===== config.mk =====
export PLATFORM = sky130hd
export DESIGN_NAME = rs_dec_stream_ctrl_flat
export DESIGN_NICKNAME = d
export VERILOG_FILES = /design/src/rtl/rs_dec_stream_ctrl_if.sv /design/src/rtl/rs_dec_stream_ctrl.sv /design/src/flat_wrapper.sv
export SDC_FILE = /design/constraint.sdc
export NUM_CORES = 1
export LEC_CHECK = 0
export ABC_AREA = 1
export BUFFER_PORTS_ARGS = -buffer_cell sky130_fd_sc_hd__buf_2
export CAP_MARGIN = 20
export CORE_MARGIN = 5
export CORE_UTILIZATION = 41
export CTS_BUF_LIST = sky130_fd_sc_hd__clkbuf_4 sky130_fd_sc_hd__clkbuf_8
export CTS_CLUSTER_DIAMETER = 200
export DETAILED_ROUTE_END_ITERATION = 8
export HOLD_SLACK_MARGIN = 0.03
export PLACE_DENSITY = 0.71
export SLEW_MARGIN = 40
export SYNTH_ARGS = -nofsm -noshare
export SYNTH_HDL_FRONTEND = slang
export SYNTH_SLANG_ARGS = --single-unit

===== constraint.sdc =====
create_clock -name clk -period 7.5 [get_ports clk]
set_clock_uncertainty 0.1 [all_clocks]
set_input_delay 1.125 -clock clk [delete_from_list [all_inputs] [get_ports clk]]
set_output_delay 1.125 -clock clk [all_outputs]
set_load 0.01 [all_outputs]

===== src/rtl/rs_dec_stream_ctrl_if.sv =====
// Stream bundle between rs_dec_stream_ctrl and its upstream/downstream peers.
// Ports: in_* upstream byte stream (valid/ready), out_* framed output stream.
interface rs_dec_stream_ctrl_if;

   logic [7:0] in_data;
   logic       in_sop;
   logic       in_valid;
   logic       in_ready;

   logic [7:0] out_data;
   logic       out_sop;
   logic       out_eop;
   logic       out_valid;
   logic       out_ready;

   // master: environment side (drives upstream, consumes output)
   modport master (
      output in_data,
      output in_sop,
      output in_valid,
      input  in_ready,
      input  out_data,
      input  out_sop,
      input  out_eop,
      input  out_valid,
      output out_ready
   );

   // slave: the controller itself
   modport slave (
      input  in_data,
      input  in_sop,
      input  in_valid,
      output in_ready,
      output out_data,
      output out_sop,
      output out_eop,
      output out_valid,
      input  out_ready
   );

endinterface


===== src/rtl/rs_dec_stream_ctrl.sv =====
// Stream controller around an RS(204,188) decoder: paces upstream bytes onto
// the decoder CE/input_byte protocol and frames decoder output into 188-byte
// packets (sop/eop) through a small registered FIFO.
// Ports: clk, reset (sync, active-high); strm (slave modport: in_* upstream,
//   out_* downstream); dec_ce/dec_byte to the decoder; dec_out/dec_ceo/
//   dec_valid from the decoder; sync_err/ovf_err sticky error flags.
// Option: define RS_CTRL_STATS_EN to add in_frames/out_frames counters.
module rs_dec_stream_ctrl #(
   parameter int CE_PERIOD = 8,
   parameter int OUT_DEPTH = 4,
   parameter int IN_LEN    = 204,
   parameter int OUT_LEN   = 188
) (
   input  logic                 clk,
   input  logic                 reset,
   rs_dec_stream_ctrl_if.slave  strm,
   output logic                 dec_ce,
   output logic [7:0]           dec_byte,
   input  logic [7:0]           dec_out,
   input  logic                 dec_ceo,
   input  logic                 dec_valid,
   output logic                 sync_err,
   output logic                 ovf_err
`ifdef RS_CTRL_STATS_EN
   ,
   output logic [15:0]          in_frames,
   output logic [15:0]          out_frames
`endif
);

   localparam int PW = $clog2(CE_PERIOD);
   localparam int AW = $clog2(OUT_DEPTH);
   localparam int LW = AW + 1;
   localparam int IW = $clog2(IN_LEN);
   localparam int OW = $clog2(OUT_LEN);

   localparam logic [PW-1:0] PACE_LD  = PW'(CE_PERIOD - 1);
   localparam logic [LW-1:0] LVL_HI   = LW'(OUT_DEPTH - 1);
   localparam logic [LW-1:0] LVL_FULL = LW'(OUT_DEPTH);
   localparam logic [IW-1:0] IN_LAST  = IW'(IN_LEN - 1);
   localparam logic [OW-1:0] OUT_LAST = OW'(OUT_LEN - 1);

   // ---------------------------------------------------------------
   // State
   // ---------------------------------------------------------------
   // run keeps in_ready low while reset is applied without giving
   // in_ready a combinational path from the reset pin.
   logic          run;
   logic [PW-1:0] pace_cnt;
   logic [IW-1:0] in_cnt;
   logic [OW-1:0] out_cnt;

   // FIFO entry: {byte, sop, eop}
   logic [9:0]    mem [OUT_DEPTH];
   logic [LW-1:0] wr_ptr;
   logic [LW-1:0] rd_ptr;

   // ---------------------------------------------------------------
   // Combinational control
   // ---------------------------------------------------------------
   logic [LW-1:0] level;
   logic          full;
   logic          in_rdy;
   logic          accept;
   logic          realign;
   logic          frame_end;
   logic          cap;
   logic          out_vld;
   logic          pop;
   logic          push;
   logic [9:0]    head;

   always_comb begin
      level     = wr_ptr - rd_ptr;
      full      = (level == LVL_FULL);
      // One slot of headroom is reserved so a decoder byte that is
      // already in flight can still be stored.
      in_rdy    = run && (pace_cnt == '0) && (level < LVL_HI);
      accept    = strm.in_valid && in_rdy;
      realign   = accept && strm.in_sop && (in_cnt != '0);
      frame_end = accept && !realign && (in_cnt == IN_LAST);
      cap       = dec_valid && dec_ceo;
      out_vld   = (level != '0);
      pop       = out_vld && strm.out_ready;
      // A pop in the same cycle frees the slot the push needs.
      push      = cap && (!full || pop);
      head      = mem[rd_ptr[AW-1:0]];
   end

   assign strm.in_ready  = in_rdy;
   assign strm.out_valid = out_vld;
   assign strm.out_data  = head[9:2];
   assign strm.out_sop   = head[1];
   assign strm.out_eop   = head[0];

   // ---------------------------------------------------------------
   // Input side: pacer, decoder drive, codeword counter
   // ---------------------------------------------------------------
   always_ff @(posedge clk) begin
      if (reset) begin
         run      <= 1'b0;
         pace_cnt <= '0;
         in_cnt   <= '0;
         dec_ce   <= 1'b0;
         dec_byte <= '0;
         sync_err <= 1'b0;
      end else begin
         run    <= 1'b1;
         dec_ce <= accept;
         if (accept) begin
            pace_cnt <= PACE_LD;
            dec_byte <= strm.in_data;
            if (realign) begin
               // the sop byte is byte 0 of a new codeword
               sync_err <= 1'b1;
               in_cnt   <= IW'(1);
            end else if (in_cnt == IN_LAST) begin
               in_cnt <= '0;
            end else begin
               in_cnt <= in_cnt + 1'b1;
            end
         end else if (pace_cnt != '0) begin
            pace_cnt <= pace_cnt - 1'b1;
         end
      end
   end

   // ---------------------------------------------------------------
   // Output side: capture, framing, FIFO
   // ---------------------------------------------------------------
   always_ff @(posedge clk) begin
      if (reset) begin
         out_cnt <= '0;
         wr_ptr  <= '0;
         rd_ptr  <= '0;
         ovf_err <= 1'b0;
         for (int i = 0; i < OUT_DEPTH; i++) begin
            mem[i] <= '0;
         end
      end else begin
         if (cap) begin
            // framing advances even for a dropped byte
            if (out_cnt == OUT_LAST) begin
               out_cnt <= '0;
            end else begin
               out_cnt <= out_cnt + 1'b1;
            end
            if (!push) begin
               ovf_err <= 1'b1;
            end
         end
         if (push) begin
            mem[wr_ptr[AW-1:0]] <= {dec_out,
                                    out_cnt == '0,
                                    out_cnt == OUT_LAST};
            wr_ptr <= wr_ptr + 1'b1;
         end
         if (pop) begin
            rd_ptr <= rd_ptr + 1'b1;
         end
      end
   end

`ifdef RS_CTRL_STATS_EN
   // ---------------------------------------------------------------
   // Frame statistics (wrap naturally at 16 bits)
   // ---------------------------------------------------------------
   always_ff @(posedge clk) begin
      if (reset) begin
         in_frames  <= '0;
         out_frames <= '0;
      end else begin
         if (frame_end) begin
            in_frames <= in_frames + 1'b1;
         end
         if (pop && head[0]) begin
            out_frames <= out_frames + 1'b1;
         end
      end
   end
`else
   logic unused_stats;
   assign unused_stats = frame_end;
`endif

endmodule

===== src/flat_wrapper.sv =====
// flat-port wrapper written by rule: the top's interface ports become plain ports
module rs_dec_stream_ctrl_flat 
#(
   parameter int CE_PERIOD = 8,
   parameter int OUT_DEPTH = 4,
   parameter int IN_LEN    = 204,
   parameter int OUT_LEN   = 188
)
  (clk, reset, dec_ce, dec_byte, dec_out, dec_ceo, dec_valid, sync_err, ovf_err, strm_in_data, strm_in_sop, strm_in_valid, strm_in_ready, strm_out_data, strm_out_sop, strm_out_eop, strm_out_valid, strm_out_ready);
  rs_dec_stream_ctrl_if strm_i ();
  input  logic clk;
  input  logic reset;
  output logic dec_ce;
  output logic [7:0] dec_byte;
  input  logic [7:0] dec_out;
  input  logic dec_ceo;
  input  logic dec_valid;
  output logic sync_err;
  output logic ovf_err;
  input wire logic [$bits(strm_i.in_data)-1:0] strm_in_data;
  input wire logic [$bits(strm_i.in_sop)-1:0] strm_in_sop;
  input wire logic [$bits(strm_i.in_valid)-1:0] strm_in_valid;
  output wire logic [$bits(strm_i.in_ready)-1:0] strm_in_ready;
  output wire logic [$bits(strm_i.out_data)-1:0] strm_out_data;
  output wire logic [$bits(strm_i.out_sop)-1:0] strm_out_sop;
  output wire logic [$bits(strm_i.out_eop)-1:0] strm_out_eop;
  output wire logic [$bits(strm_i.out_valid)-1:0] strm_out_valid;
  input wire logic [$bits(strm_i.out_ready)-1:0] strm_out_ready;
  assign strm_i.in_data = strm_in_data;
  assign strm_i.in_sop = strm_in_sop;
  assign strm_i.in_valid = strm_in_valid;
  assign strm_in_ready = strm_i.in_ready;
  assign strm_out_data = strm_i.out_data;
  assign strm_out_sop = strm_i.out_sop;
  assign strm_out_eop = strm_i.out_eop;
  assign strm_out_valid = strm_i.out_valid;
  assign strm_i.out_ready = strm_out_ready;
  rs_dec_stream_ctrl #(.CE_PERIOD(CE_PERIOD), .OUT_DEPTH(OUT_DEPTH), .IN_LEN(IN_LEN), .OUT_LEN(OUT_LEN)) u_core (.clk(clk), .reset(reset), .strm(strm_i), .dec_ce(dec_ce), .dec_byte(dec_byte), .dec_out(dec_out), .dec_ceo(dec_ceo), .dec_valid(dec_valid), .sync_err(sync_err), .ovf_err(ovf_err));
endmodule

* Word-level counts from Yosys, hierarchy flattened *
Memory sizes are Yosys's and may differ from the RTL's. A register that Yosys moved wholly into a read port is not among the register bits.
Index checks and enable logic that the tools add are counted.

storage, ports and cells
  output and inout port bits = 23
  memories = 1
  bits of input ports = 23
  memory bits (writable) = 40
  register bits = 37

memory list
  name        depth  bits a word  rd ports  clocked after Yosys merged registers in  wr ports  RTL line                  RTL
  u_core.mem  4      10           1         1                                        4         rs_dec_stream_ctrl.sv:54  logic [9:0] mem [OUT_DEPTH];

cells by class
  magnitude comparators = 1
  add/sub/neg operators = 6
  equal/unequal tests = 3
  muxes and demuxes = 16
  reductions and logical operators = 19
  bitwise logic cells = 1

operators with widths
  kind                   number
  $mux W8                3
  $add A8 B1 Y8 const B  2
  $eq A8 B8 Y1 const B   2
  $mux W10               1
  $reduce_or A10 Y1      1
  $logic_and A1 B1 Y1    8
  $logic_not A8 Y1       1
  $reduce_bool A8 Y1     1
  $mux W1                7
  $add A3 B1 Y3 const B  2
  $mux W2                3
  $mux W3                2
  $reduce_bool A3 Y1     2
  $reduce_and A2 Y1      2
  $eq A3 B3 Y1 const B   1
  $logic_not A3 Y1       1
  $lt A3 B2 Y1 const B   1
  $sub A3 B1 Y3 const B  1
  $sub A3 B3 Y3          1
  $reduce_bool A2 Y1     1
  $logic_not A1 Y1       1
  $logic_or A1 B1 Y1     1
  $not A1 Y1             1

* Depth between registers and ports, before layout *
  depth in word-level cells = 10
  mapped depth = 12

* Worst setup path before layout *
Ideal clock, no wire load.

  path type = flip-flop to flip-flop
  start point = register u_core.wr_ptr[0]
  end point = memory u_core.mem[3][0], enable pin
  slack = 4.433 ns
  cell stages (with the launch flop) = 10
  required time = 7.007 ns
  clock period less this slack = 3.067 ns
  path buffers = 1
  library setup time = 0.393 ns
  arrival = 2.574 ns
  cell sequence = dfxtp_1 > inv_1 > clkbuf_1 > ha_1 > fa_1 > nand2_1 > nor2_1 > nand2_4 > nand2_1 > o31ai_1

RTL lines
  element                   RTL line                   RTL
  start: declaration        rs_dec_stream_ctrl.sv:55   logic [LW-1:0] wr_ptr;
  start signal: assignment  rs_dec_stream_ctrl.sv:156  wr_ptr <= wr_ptr + 1'b1;
  end: declaration          rs_dec_stream_ctrl.sv:54

* Worst setup path after layout *
  start point = register u_core.wr_ptr[0]
  end point = output port strm_in_ready

between the ends
  word-level cells in the longest chain between the ends = 3

ends and longest elaborated chain
  element              RTL line                  RTL
  $sub A3 B3 Y3        rs_dec_stream_ctrl.sv:74  level = wr_ptr - rd_ptr;
  $lt A3 B2 Y1         rs_dec_stream_ctrl.sv:78  in_rdy = run && (pace_cnt == '0) && (level < LVL_HI);
  $logic_and A1 B1 Y1  rs_dec_stream_ctrl.sv:78
  end: declaration     flat_wrapper.sv:23        output wire logic [$bits(strm_i.in_ready)-1:0] strm_in_ready;

Every way passes these cells.

==> summary.txt <==
Layout
  • Share of layout cells above drive strength 1: 0.171
  • Commonest non-fill, non-tap cell in the layout: nor2_1
  • ANT cells: 0
  • FF/Latch Area: 1980 um2
  • Commonest non-fill, non-tap cells in the layout: nor2_1, nand2_1, inv_1
  • Fillers: 858
  • Nets: 501
  • Multi-input logic area: 1500 um2
  • Area delta synth->final: 12.9%
  • Fin util: 0.468

Clocking
  • CTS tree: done
  • CTS Buf Count: 9
  • Longest Clk Path Bufs: 2
  • Sink Count: 79
  • # Post-CTS Setup Buffers: 0
  • Worst-path clk slew: 0.08 ns
  • Worst skew pair latency: 0.36 ns
  • CTS Hold Bufs: 0
  • Post-CTS Resized: 0
  • Clock root cell: clkbuf_8
  • H-Tree Depth: 3

Synthesis
  • Top cells by area, synth: edfxtp_1, dfxtp_1, nor2_1, o21ai_0, inv_1
  • Synth cell types: 29
  • Synthesized flop and latch total: 79
  • Area leader, netlist: edfxtp_1
  • Top-area cell type share of the netlist area: 0.318
  • Post-Syn Instances: 430
  • Syn Nets: 463
  • Synth Area per Inst: 8.78 um2
  • Seq/Total Area, Yosys: 0.525
  • Post-synth EDFFs: 40
  • Share of synthesized registers carrying an async set or reset: 0
  • Ys flop type: edfxtp_1
  • Ys Warns: 0
  • Synthesized area: 3780 um2

Placed design
  • IO Port Bufs: 45
  • Routability congestion estimate: 0.870
  • DP HPWL: 5800 um

Routing
  • Remaining antenna violation count: 0
  • Initial DRC count: 162
  • WL per Instance: 13.5 um
  • Met3 routed WL: 484 um
  • Metal-1 WL: 3680 um
  • Total number of vias: 2,969
  • Highest metal used: met4
  • Met2 wire len: 3490 um
  • DR pass1 iterations: 5
  • Via density: 5.08
  • DRC viols: 0
  • Routed WL: 7910 um

Timing
  • Slew at the pin closest to its max-slew limit: 0.810 ns
  • Achievable frequency: 0.250 GHz
  • RSZ-0062 raised after global routing: false
  • Final Critical Period: 4.00 ns
  • Worst slew margin: 0.457
  • Final Hold Fails: 0
  • Final number of setup-violating endpoints: 0
  • Period Utilization, post-route: 0.533
  • Final TNS setup: 0 ns
  • Max-slew violation count: 0

Critical path
  • Crit Path Category: flop to output port
  • Crit path max fanout: 15
  • Startpoint Class: flop
  • Critical R2R Capture: u_core.mem[0][9]
  • Reg2Reg Depth: 8
  • CP arrival: 2.77 ns
  • Req. time, crit path: 6.27 ns
  • Reg-to-reg startpoint: u_core.wr_ptr[0]
  • CP endpoint kind: output port
  • Worst R2R Setup Slack: 3.94 ns

Floorplanning
  • Core area: 9110 um2
  • I/O pins: 46
  • Die height: 106 um
  • Die Area: 11,200 um2
  • Starting Density: 0.415
  • FP Rows: 35
  • Die width: 106 um

Power
  • Leakage power: 1.76 nW
  • Clock power share: 0.283
  • Logic pwr share: 0.283
  • Peak VDD IR: 0.182 mV
  • Sw Ratio: 0.343
  • Sequential Power Share: 0.434
  • P_int: 0.809 mW
  • PD cells: 289 nW/um2
  • Switching power: 0.423 mW

Hold path
  • Worst Hold Path Cells: 2
  • Hold Path Sink: u_core.sync_err
  • Hold_sp: u_core.sync_err
  • Hold Path Class: flop to flop

Flow run
  • Max-cap violations: 0

GRT
  • Global route total overflow: 0
  • Initial antenna violation count: 0
  • First-pass GRT wire length: 13,400 um
  • Vias in the first global route: 2,849
  • Gr usage total: 0.149
  • Largest net degree at the start of global routing: 26

Run status
  • Outcome: complete, no violations
-- worst max-delay path by stage --
stage | from | endpoint | slack (ns)
floorplan | u_core.wr_ptr[0] | u_core.mem[3][0] | 4.43
global placement | reset | u_core.mem[1][1] | 3.68
detailed placement | reset | u_core.mem[1][8] | 3.90
CTS | u_core.wr_ptr[0] | strm_in_ready | 3.51
global route | u_core.wr_ptr[0] | strm_in_ready | 3.25
finish | u_core.wr_ptr[0] | strm_in_ready | 3.50
-- Yosys cell counts (3+ instances only) --
master and instances:
nand2_1 49, nand3_1 19, buf_2 3, inv_1 49, ha_1 9, edfxtp_1 40, nor3_2 7, dfxtp_1 39
nor3_1 30, o22ai_1 11, buf_6 5, a21oi_1 14, nand4_1 3, o21ai_0 45, nor2_1 77, clkbuf_1 11
-- sequential cells by signal (all words and copies together), names as in the netlist, named ones only --
name / count
u_core.rd_ptr: 3
u_core.mem: 40
u_core.dec_ce: 1
u_core.pace_cnt: 3
u_core.run: 1
u_core.sync_err: 1
u_core.dec_byte: 8
u_core.ovf_err: 1
u_core.out_cnt: 8
u_core.in_cnt: 8
u_core.wr_ptr: 3
-- cells by family after synthesis --
| group | after synthesis | synth area share |
|---|---|---|
| AND/OR/NAND/NOR | 195 | 0.248 |
| buffers and inverters | 69 | 0.0802 |
| AO/OA/AOI/OAI | 73 | 0.102 |
| XOR/XNOR | 4 | 0.00928 |
| flip-flops | 79 | 0.525 |
| adder cells (fa/ha/maj) | 10 | 0.0351 |
-- stage by stage --
| step | total power [mW] | cell area (um2) | hold WS [ns] | setup WS (ns) | cells |
|---|---|---|---|---|---|
| 6_report | 1.23 | 4260 | 0.372 | 3.50 | 584 |
| 5_1_grt | 1.31 | 4260 | 0.410 | 3.25 | 584 |
| 4_1_cts | 1.24 | 4260 | 0.375 | 3.51 | 584 |
| 3_5_place_dp | 0.893 | 4040 | 0.355 | 3.90 | 568 |
| 3_3_place_gp | 0.881 | 4040 | 0.352 | 3.68 | 568 |
| 2_1_floorplan | 0.787 | 3780 | 0.364 | 4.43 | 430 |
-- layout make-up --
cell class | count | share of cell area
clock buffer | 9 | 0.0290
inverter | 50 | 0.0446
tap | 111 | 0.0326
multi-input combinational | 282 | 0.352
sequential | 79 | 0.465
clock inverter | 7 | 0.0226
timing repair buffer | 46 | 0.0546
-- routing by layer --
layer  global-route usage  vias to the layer above
met5                    0                        -
met4               0.0703                        0
met3               0.0449                       23
met2                0.224                       93
met1                0.196                     1340
li1                     -                     1513
-- critical path, stage by stage, from the launching register on --
cell	delay (ns)
dfxtp_1	0.60
inv_1	0.38
ha_1	0.31
fa_1	0.53
o21ai_0	0.09
nor2_1	0.17
nand3_4	0.13
inv_1	0.08
buf_2	0.13
-- power by group through the flow --
stage	clock network, mW	logic [mW]	registers [mW]
after global routing	0.373	0.391	0.543
after detailed placement	0	0.348	0.545
after floorplan	0	0.258	0.529
final	0.349	0.348	0.535
after global placement	0	0.338	0.543
after CTS	0.356	0.349	0.536
(Power assumes the default switching activity.)
